File: src/rtl/r22sdf_bf2i.sv
// Radix-2^2 SDF first butterfly (BF2I) with feedback delay line of DEPTH samples.
// Optional macro R22SDF_BF2I_SAT_EN: saturate add/sub results instead of wrapping.
`timescale 1ns/1ps

package R22SdfDefinesPkg;
    localparam int DW = 16;
    localparam int FW = 15;

    typedef struct packed {
        logic signed [DW-1:0] re;
        logic signed [DW-1:0] im;
    } cplx_t;

    function automatic logic signed [DW:0] addw(logic signed [DW-1:0] a, logic signed [DW-1:0] b,
                                                logic sc);
        logic signed [DW:0] s;
        s = {a[DW-1], a} + {b[DW-1], b};
        return sc ? (s >>> 1) : s;
    endfunction

    function automatic logic signed [DW:0] subw(logic signed [DW-1:0] a, logic signed [DW-1:0] b,
                                                logic sc);
        logic signed [DW:0] s;
        s = {a[DW-1], a} - {b[DW-1], b};
        return sc ? (s >>> 1) : s;
    endfunction

    function automatic cplx_t cadd(cplx_t a, cplx_t b, logic sc);
        logic signed [DW:0] r;
        logic signed [DW:0] i;
        r = addw(a.re, b.re, sc);
        i = addw(a.im, b.im, sc);
        return '{re: r[DW-1:0], im: i[DW-1:0]};
    endfunction

    function automatic cplx_t csub(cplx_t a, cplx_t b, logic sc);
        logic signed [DW:0] r;
        logic signed [DW:0] i;
        r = subw(a.re, b.re, sc);
        i = subw(a.im, b.im, sc);
        return '{re: r[DW-1:0], im: i[DW-1:0]};
    endfunction
endpackage

module r22sdf_bf2i
    import R22SdfDefinesPkg::*;
#(
    parameter int unsigned DEPTH = 4
) (
    input  logic  clk,
    input  logic  rst,
    input  logic  in_valid,
    input  cplx_t in_data,
    input  logic  sc,
    output logic  out_valid,
    output cplx_t out_data,
    output logic  out_sof
);
    localparam int unsigned CW = $clog2(2 * DEPTH);

    logic [CW-1:0] ctr_q;
    logic          primed_q;
    cplx_t         line_q [DEPTH];
    cplx_t         head;
    cplx_t         cand;
    cplx_t         push;
    logic          phase;
    logic          at_mid;
    logic          fire;

    function automatic logic signed [DW-1:0] fit(logic signed [DW:0] v);
`ifdef R22SDF_BF2I_SAT_EN
        if (v[DW] != v[DW-1]) begin
            return v[DW] ? {1'b1, {(DW-1){1'b0}}} : {1'b0, {(DW-1){1'b1}}};
        end
`endif
        return v[DW-1:0];
    endfunction

    assign head   = line_q[DEPTH-1];
    assign phase  = ctr_q[CW-1];
    assign at_mid = (ctr_q == CW'(DEPTH));
    // The first output ever emitted is the sum formed at the frame midpoint.
    assign fire   = in_valid && (primed_q || at_mid);

    always_comb begin
        cand = head;
        push = in_data;
        if (phase) begin
            cand.re = fit(addw(head.re, in_data.re, sc));
            cand.im = fit(addw(head.im, in_data.im, sc));
            push.re = fit(subw(head.re, in_data.re, sc));
            push.im = fit(subw(head.im, in_data.im, sc));
        end
    end

    always_ff @(posedge clk) begin
        if (rst) begin
            ctr_q     <= '0;
            primed_q  <= 1'b0;
            out_valid <= 1'b0;
            out_sof   <= 1'b0;
            out_data  <= '0;
        end else begin
            out_valid <= fire;
            out_sof   <= in_valid && at_mid;
            if (in_valid) begin
                ctr_q <= ctr_q + CW'(1);
                if (at_mid) begin
                    primed_q <= 1'b1;
                end
            end
            if (fire) begin
                out_data <= cand;
            end
        end
    end

    // Delay line carries no reset; its contents are never output until primed.
    always_ff @(posedge clk) begin
        if (in_valid && !rst) begin
            for (int i = DEPTH - 1; i > 0; i--) begin
                line_q[i] <= line_q[i-1];
            end
            line_q[0] <= push;
        end
    end
endmodule

File: config.mk
export PLATFORM = sky130hd
export DESIGN_NAME = r22sdf_bf2i
export DESIGN_NICKNAME = d
export VERILOG_FILES = /design/src/rtl/r22sdf_bf2i.sv
export SDC_FILE = /design/constraint.sdc
export NUM_CORES = 1
export LEC_CHECK = 0
export ABC_AREA = 0
export CORE_MARGIN = 4
export CORE_UTILIZATION = 35
export DETAILED_ROUTE_END_ITERATION = 8
export PLACE_DENSITY = 0.64
export SLEW_MARGIN = 20
export SYNTH_ARGS = -nofsm -noshare
export SYNTH_HDL_FRONTEND = slang
export SYNTH_SLANG_ARGS = --single-unit
File: constraint.sdc
create_clock -name clk -period 11.3 [get_ports clk]
set_clock_uncertainty 0.1 [all_clocks]
set_input_delay 1.13 -clock clk [delete_from_list [all_inputs] [get_ports clk]]
set_output_delay 1.13 -clock clk [all_outputs]
set_load 0.02 [all_outputs]
## After elaboration in Yosys (flattened, before gate mapping)

Memories as Yosys holds them, arrays and structs flattened.
Cells that the tools add are included.

- Logic and storage cells: 27
- Bits in registers: 38
- Bits in latches: 0
- Memory bits (read-only): 0
- Bits in writable memories: 128
- Memories kept: 1
- Bits of input ports: 36

- Multiplexer cells: 8
- Equal/unequal tests: 1
- Reduce and logical (&&, ||, !) cells: 6
- Order comparisons: 0
- Multiply operators: 0
- Divide/modulo/power cells: 0
- Bitwise gates (word level): 0
- Shift operators: 0
- $add $sub $neg: 5

Memory list:

| name | words | bits a word | read ports | clocked after memory_dff | write ports | RTL line | source |
|---|---|---|---|---|---|---|---|
| line_q | 4 | 32 | 4 | 0 | 4 | 63 | `cplx_t line_q [DEPTH];` |

Operators by type and width:

| operator | number |
|---|---|
| $mux 16 | 4 |
| $mux 32 | 2 |
| $add 16x16->17 | 2 |
| $sub 16x16->17 | 2 |
| $add 3x1->3 const B | 1 |
| $eq 3x3->1 const B | 1 |
| $logic_and 1x1->1 | 3 |
| $mux 1 | 2 |
| $reduce_and 2->1 | 1 |
| $logic_not 1->1 | 1 |
| $logic_or 1x1->1 | 1 |

## Longest topological paths before layout

- Depth in word-level cells: 4
- Gate-level depth with buffers: 11
- Depth with buffers taken out: 11

## Worst setup path after synthesis

OpenSTA, ideal clock, no wires.

- Path kind: input port to flip-flop
- Start point: input port in_valid
- End point: register primed_q
- Path buffers: 1
- Setup slack: 3.368 ns
- Arrival: 7.774 ns
- Cell stages on the path: 4
- Required time: 11.143 ns
- Path through: clkbuf_1 nor2b_1 and2_1 a21o_1

- Word-level cells in the longest chain between the ends: 1

RTL lines:

| item | RTL line | source |
|---|---|---|
| from (decl) | 52 | `input logic in_valid,` |
| $reduce_and 2->1 (no source line) | - |  |
| to (signal assigned) | 100 | `primed_q <= 1'b0;` |
| to (signal assigned) | 110 | `primed_q <= 1'b1;` |
| to (decl) | 62 | `logic primed_q;` |

Every way passes these cells.
A chain may end at the register's enable or synchronous reset.

## Worst setup path in the final report

- Start point: input port in_data[16] (netlist name)
- End point: register out_data[29] (netlist name)

- Word-level cells in the longest chain between the ends: 3

RTL lines:

| item | RTL line | source |
|---|---|---|
| from (decl) | 53 | `input cplx_t in_data,` |
| $add 16x16->17 | 17 | `s = {a[DW-1], a} + {b[DW-1], b};` |
| $mux 16 | 18 | `return sc ? (s >>> 1) : s;` |
| $mux 32 | 89 | `if (phase) begin` |
| to (signal assigned) | 114 | `out_data <= cand;` |
| to (decl) | 56 | `output cplx_t out_data,` |

Every way passes these cells.

==> impl_metrics.json <==
{
  "run_status": "finished, final reports clean",
  "timing.final.crit_share_pct": 35.1,
  "hold_class": "reg2reg",
  "clock_latency_ns": 0.43,
  "cts_hold_repair.buffers": 0,
  "cap_viol_max_count": 0,
  "worst_ep_arrival_time_ns": 4.23,
  "pre_cts_setup_slack_ns": 6.97,
  "critical_path_class": "in2reg",
  "grt_overflow_total": 0,
  "slew_headroom_pct": 39.2,
  "yosys.area.top_type": "sky130_fd_sc_hd__edfxtp_1",
  "detail_route.first_pass.iterations": 7,
  "grt_usage_pct": 15.8,
  "timing.critical_path.max_delay_family": "compound AO/OA/AOI/OAI gates",
  "die_area_um2": 30100,
  "antenna_violations_before_repair": 0,
  "achievable-frequency_mhz": 252,
  "synth_most_common_cell": "sky130_fd_sc_hd__edfxtp_1",
  "async_flop_share_pct": 0,
  "max_slew.worst_pin.slew_ns": 0.911,
  "first_global_vias": 6912,
  "detail_route.wirelength_um": 23900,
  "maximum_fanout_encountered_on_the_critical_timing_path": 4,
  "crit_path_top_delay_cell": "sky130_fd_sc_hd__o311ai_0",
  "setup.worst_path.start": "in_data[16]",
  "postRouteAntennaNets": 0,
  "dp.final_hpwl_um": 16400,
  "coreArea_um2": 27000,
  "boundary_pins": 70,
  "post-synth-top-area-fraction_pct": 40.1,
  "regToRegStartpoint": "line_q[3][16]$_DFFE_PP_",
  "synthFlopType": "sky130_fd_sc_hd__edfxtp_1",
  "endpoint_kind": "register",
  "route.vias.total": 7199,
  "critical_path_buf_inv_count": 1,
  "syn-num-nets": 1048,
  "drive_gt1_share_pct": 6.49,
  "path_cells": "clkdlybuf4s50_1 > ha_1 > fa_1 > nor2b_1 > o311ai_0 > a22oi_1 > a21boi_2 > a31oi_1 > xnor2_1 > a221o_1 > a21oi_1",
  "maximum_root_to_sink_buffer_count": 2,
  "synth.lib_cells_used.distinct": 75,
  "fin_tns_setup_ns": 0,
  "setup_violations": 0,
  "start_util_pct": 35.6,
  "h-tree-depth": 4,
  "cts_tree": "yes",
  "cts.clk_slew.worst_paths_ns": 0.07,
  "min_period_ns": 3.96,
  "power.static_leakage_nw": 4.22,
  "cts_setup_buffers": 0,
  "synth.top_cells.by_count": "128 x sky130_fd_sc_hd__edfxtp_1, 105 x sky130_fd_sc_hd__nor2_1, 103 x sky130_fd_sc_hd__a21oi_1, 66 x sky130_fd_sc_hd__ha_1, 64 x sky130_fd_sc_hd__inv_1",
  "area_of_the_mapped_netlist_um2": 9590,
  "crit_required_ns": 11.56,
  "global_route_wire_length_before_repair_um": 38000,
  "cts_num_sinks": 166,
  "antenna-diode-count": 0,
  "syn-mean-instance-area_um2": 10.2,
  "drc": 0,
  "grt_start_max_net_pins": 73,
  "max_stage_delay_ns": 0.49,
  "layout_overhead_on_the_synthesized_area_pct": 15.9,
  "drt_iter0_drc": 526,
  "rsz0062_at_grt": "no",
  "yosysWarningCount": 0,
  "ys_seq_elements": 166,
  "synth-edff-count": 128,
  "max-vdd-ir-drop_uv": 74.4,
  "cts_made_buffers": 17,
  "final_hold_viols": 0,
  "reg2reg_slack_ns": 8.09,
  "post_dp_cell_area_um2": 10600,
  "hold_path_startpoint": "line_q[1][10]$_DFFE_PP_",
  "fin_ws_ns": 7.34,
  "row_count": 60,
  "clock_tree_root_buffer_cell": "sky130_fd_sc_hd__clkbuf_16",
  "die_y_um": 174,
  "nets": 1096,
  "synth_seq_area_share_pct": 48.0,
  "final_core_util_pct": 41.3,
  "last_weighted_congestion_value_of_the_routability_driven_placer": 0.892,
  "final_area_um2": 11100,
  "slew_violations": 0,
  "post_drt_wl_per_cell_um": 17.8,
  "netlist_instances": 942,
  "yosys-top-cells-area": "sky130_fd_sc_hd__edfxtp_1 40%, sky130_fd_sc_hd__ha_1 8.6%, sky130_fd_sc_hd__dfxtp_1 7.9%",
  "total_of_cells_resized_after_clock_tree_synthesis": 0,
  "portBuffers": 69,
  "p_per_area_nw_per_um2": 136,
  "worstSetupStartpointType": "input pin",
  "die-width_um": 174,
  "route.detailed.vias_per_inst": 5.36
}
[area by class of cell]
cell class	count	area [um^2]
Multi-Input combinational cell	658	4510
Timing Repair Buffer	78	753
Clock inverter	13	138
Tap cell	341	427
Clock buffer	18	429
Fill cell	2599	15800
Inverter	69	262
Sequential cell	166	4610
[worst reg2reg max path, stage by stage (launching register included)]
cell and delay, ns:
sky130_fd_sc_hd__edfxtp_1 0.41, sky130_fd_sc_hd__ha_1 0.22, sky130_fd_sc_hd__fa_1 0.41, sky130_fd_sc_hd__nor2b_1 0.17, sky130_fd_sc_hd__o311ai_0 0.49, sky130_fd_sc_hd__a22oi_1 0.26
sky130_fd_sc_hd__a21boi_2 0.29, sky130_fd_sc_hd__a31oi_1 0.14, sky130_fd_sc_hd__xnor2_1 0.16, sky130_fd_sc_hd__a221o_1 0.35, sky130_fd_sc_hd__a21oi_1 0.12
[cells in the final DEF, fill, tap and decap left out, types with 4 or more instances in the layout]
cell type / count
sky130_fd_sc_hd__a211oi_1: 6
sky130_fd_sc_hd__a21o_1: 6
sky130_fd_sc_hd__a21oi_1: 103
sky130_fd_sc_hd__a221o_1: 5
sky130_fd_sc_hd__a22oi_1: 4
sky130_fd_sc_hd__a31oi_1: 18
sky130_fd_sc_hd__and2_1: 5
sky130_fd_sc_hd__and3_1: 12
sky130_fd_sc_hd__buf_4: 9
sky130_fd_sc_hd__clkbuf_16: 17
sky130_fd_sc_hd__clkdlybuf4s50_1: 68
sky130_fd_sc_hd__dfxtp_1: 37
sky130_fd_sc_hd__edfxtp_1: 128
sky130_fd_sc_hd__fa_1: 4
sky130_fd_sc_hd__ha_1: 66
sky130_fd_sc_hd__inv_1: 64
sky130_fd_sc_hd__inv_6: 5
sky130_fd_sc_hd__mux2_2: 4
sky130_fd_sc_hd__mux2i_1: 19
sky130_fd_sc_hd__nand2_1: 53
sky130_fd_sc_hd__nand2b_1: 17
sky130_fd_sc_hd__nand4_1: 4
sky130_fd_sc_hd__nor2_1: 105
sky130_fd_sc_hd__nor2b_1: 10
sky130_fd_sc_hd__nor3_1: 11
sky130_fd_sc_hd__o211ai_1: 13
sky130_fd_sc_hd__o21a_1: 12
sky130_fd_sc_hd__o21ai_0: 41
sky130_fd_sc_hd__o21bai_1: 6
sky130_fd_sc_hd__o221ai_1: 8
sky130_fd_sc_hd__o22ai_1: 7
sky130_fd_sc_hd__o31a_1: 5
sky130_fd_sc_hd__o31ai_1: 4
sky130_fd_sc_hd__o41ai_1: 4
sky130_fd_sc_hd__xnor2_1: 41
sky130_fd_sc_hd__xor2_1: 11
[where the power goes]
group,leakage [nW],internal [mW],switching [mW]
Clock,0.272,0.310,0.265
Combinational,2.44,0.0973,0.148
Sequential,1.51,0.681,0.00964
Total,4.22,1.09,0.423
[per-stage QoR]
stage	hold WS (ns)	cells	power [mW]
after floorplan	0.300	942	0.884
after global placement	0.301	1312	0.944
after detailed placement	0.305	1312	0.946
after CTS	0.319	1343	1.52
after global routing	0.321	1343	1.58
final	0.317	1343	1.51
[flip-flops by register name (all words and copies together) (netlist names)]
signal and count:
line_q 128, primed_q 1, out_data 32, out_sof 1
out_valid 1, ctr_q 3
[path summary, 6_finish.rpt]
kind / end / depth (start not counted)
min: line_q[2][10]$_DFFE_PP_ / 0
min reg2reg: line_q[2][10]$_DFFE_PP_ / 0
max: out_data[29]$_SDFFE_PP0P_ / 11
max reg2reg: out_data[29]$_SDFFE_PP0P_ / 10
[logic make-up after synthesis]
kind of cell | count (synthesis) | share of synthesized area, %
AO/OA/AOI/OAI | 280 | 19.1
adder cells (fa/ha/maj) | 70 | 9.44
AND/OR/NAND/NOR | 233 | 11.1
XOR/XNOR | 52 | 4.75
flip-flops | 166 | 48.0
multiplexers | 23 | 2.45
buffers and inverters | 118 | 5.13
[routing by layer]
metal / part of all wire, % / global-route usage (%) / wire [um] / vias up
met5: 0 / 0 / 0 / -
met4: 1.1 / 3.82 / 261 / 0
met3: 5.6 / 3.25 / 1350 / 24
met2: 44 / 24.0 / 10500 / 208
met1: 49 / 23.2 / 11800 / 3448
li1: - / - / - / 3519
(Power assumes the default switching activity.)
